$ cat src/rtl/regfile_pkg.sv
// regfile_pkg: shared defaults and helpers
// for the multi-port register file.
package regfile_pkg;

  localparam int unsigned DEF_DATA_W = 32;
  localparam int unsigned DEF_ADDR_W = 5;
  localparam int unsigned ZERO_REG   = 0;

  function automatic int unsigned slice_lo(
    input int unsigned idx,
    input int unsigned w
  );
    return idx * w;
  endfunction

endpackage

$ cat src/rtl/regfile_mp_scoreboard.sv
// rf_scoreboard: per-register busy bits,
// set by issue, cleared by writeback.
module rf_scoreboard
  import regfile_pkg::*;
#(
  parameter int unsigned ADDR_W = DEF_ADDR_W,
  localparam int unsigned DEPTH = 2**ADDR_W
) (
  input  logic              clk,
  input  logic              rst,
  input  logic              we,
  input  logic [ADDR_W-1:0] wa,
  input  logic              iss_v,
  input  logic [ADDR_W-1:0] iss_a,
  output logic [DEPTH-1:0]  busy_vec
);

  localparam logic [ADDR_W-1:0] ZA =
    ADDR_W'(ZERO_REG);

  logic [DEPTH-1:0] busy;

  // clear on writeback, then set on issue
  // so a same-edge collision leaves it set
  always_ff @(posedge clk or posedge rst) begin
    if (rst) begin
      busy <= '0;
    end else begin
      if (we && wa != ZA)
        busy[wa] <= 1'b0;
      if (iss_v && iss_a != ZA)
        busy[iss_a] <= 1'b1;
    end
  end

  assign busy_vec = busy;

endmodule

$ cat src/rtl/regfile_mp.sv
// regfile_mp: 1W / NUM_RD-R register file
// with bypass, debug port and scoreboard.
module regfile_mp
  import regfile_pkg::*;
#(
  parameter int unsigned DATA_W = DEF_DATA_W,
  parameter int unsigned ADDR_W = DEF_ADDR_W,
  parameter int unsigned NUM_RD = 3,
  parameter bit          BYPASS = 1'b1,
  localparam int unsigned DEPTH = 2**ADDR_W
) (
  input  logic                     clk,
  input  logic                     rst,
  input  logic                     we,
  input  logic [ADDR_W-1:0]        wa,
  input  logic [DATA_W-1:0]        wd,
  input  logic [NUM_RD*ADDR_W-1:0] ra,
  output logic [NUM_RD*DATA_W-1:0] rd,
  output logic [NUM_RD-1:0]        rbusy,
  input  logic                     iss_v,
  input  logic [ADDR_W-1:0]        iss_a,
  input  logic [ADDR_W-1:0]        dbg_a,
  output logic [DATA_W-1:0]        dbg_d,
  output logic [DEPTH-1:0]         busy_vec
);

  localparam logic [ADDR_W-1:0] ZA =
    ADDR_W'(ZERO_REG);

  logic [DATA_W-1:0] mem [DEPTH];

  // storage; reg0 is cleared and never written
  always_ff @(posedge clk or posedge rst) begin
    if (rst) begin
      for (int k = 0; k < DEPTH; k++)
        mem[k] <= '0;
    end else if (we && wa != ZA) begin
      mem[wa] <= wd;
    end
  end

  rf_scoreboard #(
    .ADDR_W (ADDR_W)
  ) u_sb (
    .clk      (clk),
    .rst      (rst),
    .we       (we),
    .wa       (wa),
    .iss_v    (iss_v),
    .iss_a    (iss_a),
    .busy_vec (busy_vec)
  );

  assign dbg_d = mem[dbg_a];

  for (genvar i = 0; i < NUM_RD; i++) begin : g_rd
    localparam int unsigned ALO =
      slice_lo(i, ADDR_W);
    localparam int unsigned DLO =
      slice_lo(i, DATA_W);

    logic [ADDR_W-1:0] a;
    logic              nz;
    logic              hit;

    assign a   = ra[ALO +: ADDR_W];
    assign nz  = (a != ZA);
    // reset masks the bypass so rd reads 0
    assign hit = BYPASS && we && !rst
              && nz && (wa == a);

    assign rd[DLO +: DATA_W] =
      !nz ? '0 : hit ? wd : mem[a];
    assign rbusy[i] =
      nz && !hit && busy_vec[a];
  end

endmodule

$ cat config.mk
export PLATFORM = sky130hd
export DESIGN_NAME = regfile_mp
export DESIGN_NICKNAME = d
export VERILOG_FILES = /design/src/rtl/regfile_pkg.sv /design/src/rtl/regfile_mp_scoreboard.sv /design/src/rtl/regfile_mp.sv
export SDC_FILE = /design/constraint.sdc
export NUM_CORES = 2
export LEC_CHECK = 0
export CELL_PAD_IN_SITES_DETAIL_PLACEMENT = 1
export CELL_PAD_IN_SITES_GLOBAL_PLACEMENT = 1
export CORE_AREA = 2 2 544 546
export CTS_CLUSTER_SIZE = 8
export DETAILED_ROUTE_END_ITERATION = 8
export DIE_AREA = 0 0 546 548
export DONT_BUFFER_PORTS = 1
export PLACE_DENSITY = 0.51
export SYNTH_ARGS = -nofsm -noshare
export SYNTH_HDL_FRONTEND = slang
export SYNTH_SLANG_ARGS = --single-unit
$ cat constraint.sdc
create_clock -name clk -period 74.9 [get_ports clk]
set_input_delay 22.47 -clock clk [delete_from_list [all_inputs] [get_ports clk]]
set_output_delay 22.47 -clock clk [all_outputs]
set_load 0.02 [all_outputs]
==> summary.txt <==
CTS
  – Number of buffers inserted by post-CTS setup repair: 0
  – Deepest level of the CTS H-tree: 4
  – Num Clock Sinks: 1056
  – Number of buffers created by CTS: roughly 150
  – TritonCTS clock tree: done
  – Clock transition at the register clock pins on the worst setup and hold paths after CTS: 50 ps
  – Post-cts sizing count: 0
  – Clock root buffer: clkbuf_16
  – Clock latency reported for the late side of the worst-skew pair: 790 ps
  – Clock Tree Buf Depth: 3
  – Post-CTS Hold Buffers: 0

STA
  – Portion of the clock cycle consumed by the worst path in the final layout: 66.0%
  – Highest clock frequency the design can meet: between 20 and 25 MHz
  – Hold Vio Cnt, Final: 0
  – Setup repair after global routing missed its margin: false
  – Remaining max-slew budget at the tightest pin: -25.3%
  – Final number of setup-violating endpoints: 0
  – Setup Total Neg Slack: 0 ps
  – Final hold slack: 433 ps
  – Worst Clk Skew: 0 ps
  – Max Slew Vio Count: 137
  – Final critical-path required period: between 40000 and 50000 ps
  – Pin slew with the least headroom to its limit: 1880 ps

Logic synthesis
  – Most frequent cell after synthesis: dfrtp_1
  – Main flop type after synthesis: dfrtp_1
  – Largest area contributor in the netlist: dfrtp_1
  – Share of Yosys cell area claimed by the top area cell type: 36.2%
  – Post-synthesis instance area: 73000 um2
  – Dominant cells by area after synthesis: dfrtp_1, mux4_2, mux2_2
  – Count of unique library cells instantiated by Yosys: 58
  – FFs w/ async S/R, synth: 100%
  – Mean instance size in the synthesized netlist: approximately 14 um2
  – Total of warnings raised by yosys: 0
  – Proportion of synthesized chip area in sequential cells: a little over a third
  – Cells after Synth: around 5100
  – Mapped Nets: 5175
  – Number of flops mapped to enable cells by yosys: 0
  – Synth Register Bits: between 1000 and 1500
  – Most common library cells after synthesis: dfrtp_1, mux4_2, mux2_2, clkbuf_1, nand2_1

Finish
  – Number of nets in the final layout: slightly below 5000
  – Share of layout cells above drive strength 1: roughly half
  – Area Overhead vs Synth: 10.5%
  – Final standard cell count with taps included and fillers excluded: slightly below 9000
  – Filler cells: 31000
  – Area of all placed cells without fillers: 80700 um2

Placement
  – Final HPWL from detailed placement: 187 mm
  – Post-detailed-placement cell area: approximately 76000 um2
  – Total instance count after detailed placement: approximately 8500
  – IO buf count: 0
  – Gpl congestion: around 0.8

Min path
  – Hold Crit Class: flip-flop to flip-flop

Global routing
  – GRT overflow: 0
  – Global route hottest layer: met2
  – First-pass GRT wire length: 473 mm
  – Via count of the first global-routing pass: 53900
  – Met2 Usage GRT: between 30% and 40%
  – Met3 GRT Util: under 10%
  – Aggregate global-route resource usage: 22.5%
  – Routing usage on met1: 29.2%
  – Number of antenna violations at the first check in global routing: 8
  – Pin count of the biggest net entering global routing: 293

Pwr
  – Largest vdd supply drop: 25.2 uV
  – Cell leakage power: 31.4 nW
  – PD cells: 25.0 nW/um2

Route
  – Average detailed-routed wire length per instance: 39.3 um
  – Drt first-iter violations: between 5000 and 6000
  – Post-detailed-route count of antenna-violating nets: 0
  – Initial DRT Pass Iterations: 6
  – DRC violations left: 0
  – Via total after detailed routing: approximately 53000
  – Final wirelength: 342 mm
  – Via/cell ratio: just over 6

Worst setup path
  – Required time reported for the critical path endpoint: 52430 ps
  – Setup CP Type: input port to output pin
  – Element type at the critical path start: input port
  – Top fanout value on the critical path: 270
  – Critical path capture point type: output pin
  – Data arrival time of the critical path: around 27000 ps

Floorplan
  – Width of the die: 546 um
  – Std-Cell Rows: 199
  – Die Y: between 500 and 600 um
  – Effective utilization at floorplan: 24.9%
  – I/O pin count: between 200 and 250
  – Core area: 293000 um2
  – DIE AREA: 299000 um2

Run status
  – Violated checks: capacitance limit, slew limit
  – Result of the run: finished, violations left

Job
  – Maximum capacitance violations: 1
[critical path, cell delays in order]
cell and delay [ps]:
xor2_1 470, nor4_1 430, nand3_4 490, nand2_4 920, o22ai_1 250, nor3_1 1200
[sequential cells by signal (all words and copies together) (netlist names)]
register	cells
mem	1024
u_sb.busy_vec	32
[area by class of cell]
class	count	area (um2)	share of cell area, %
flip-flops and latches	1056	26400	32.8
well taps	3919	4900	6.08
clock buffers	188	4230	5.24
diodes	5	12.5	0.0155
multi-input cells	3409	44100	54.6
inverters	20	83.8	0.104
repair buffers	102	863	1.07
clock inverters	7	83.8	0.104
[cells by family (layout without fill, tap and decap cells)]
logic type / after synthesis / count (layout) / synth area share (%)
AOI/OAI and AO/OA: 645 / 645 / 6.20
muxes: 2209 / 2209 / 49.9
DFF: 1056 / 1056 / 36.2
other: 0 / 5 / 0
and+or+nand+nor: 540 / 540 / 3.48
buffers and inverters: 644 / 317 / 4.01
xor gates and xnor gates: 15 / 15 / 0.180
[stage by stage]
| stage | util [%] | power, mW | setup WS [ps] |
|---|---|---|---|
| final | 27.5 | 2.02 | 25450 |
| after global routing | 27.5 | 2.10 | 25830 |
| after CTS | 27.5 | 2.02 | 26070 |
| after detailed placement | 26.0 | 1.35 | 26080 |
| after global placement | 26.0 | 1.33 | 26070 |
| after floorplan | - | 1.22 | 22710 |
[final timing paths]
path	depth (start not counted)	start	to	slack, ps
max reg2reg	1	u_sb.busy_vec[4]$_DFF_PP0_	u_sb.busy_vec[4]$_DFF_PP0_	73970
min in group asynchronous	1	rst	u_sb.busy_vec[20]$_DFF_PP0_	21660
max	6	ra[0]	rd[26]	25450
min reg2reg	0	mem[994]$_DFFE_PP0P_	mem[994]$_DFFE_PP0P_	430
min	0	mem[994]$_DFFE_PP0P_	mem[994]$_DFFE_PP0P_	430
max in group asynchronous	4	rst	mem[650]$_DFFE_PP0P_	49960
[layout by cell type (no fill, tap or decap), types with 11 or more instances in the layout]
master and n:
o22ai_1 90, nand4_1 11, mux2_2 1019, mux4_2 1044, nand2_4 16, and2_1 17, a221oi_1 22, buf_4 96
clkbuf_1 17, a22oi_1 202, inv_1 15, a221o_1 17, nand3_1 58, nand2_1 198, o21ai_0 106, a211oi_1 42
a21oi_1 49, nor2_4 25, nor2_1 55, clkbuf_16 161, nor2b_1 22, nor3_1 63, dfrtp_1 1056, a22o_1 47
o221ai_1 15, nand2b_1 11, mux2i_1 146
[report_power, final]
group | internal [mW] | total [mW] | switching, mW
Sequential | 0.680 | 0.819 | 0.139
Combinational | 0.318 | 0.534 | 0.216
Clock | 0.389 | 0.666 | 0.277
[per-layer routing]
| layer | up-vias | share of wire, % |
|---|---|---|
| met4 | 2 | 5.1 |
| li1 | 20000 | - |
| met2 | 2414 | 47 |
| met5 | - | 0.0035 |
| met1 | 29800 | 41 |
| met3 | 665 | 7.6 |
No activity file was read; power rests on OpenSTA's default activity.
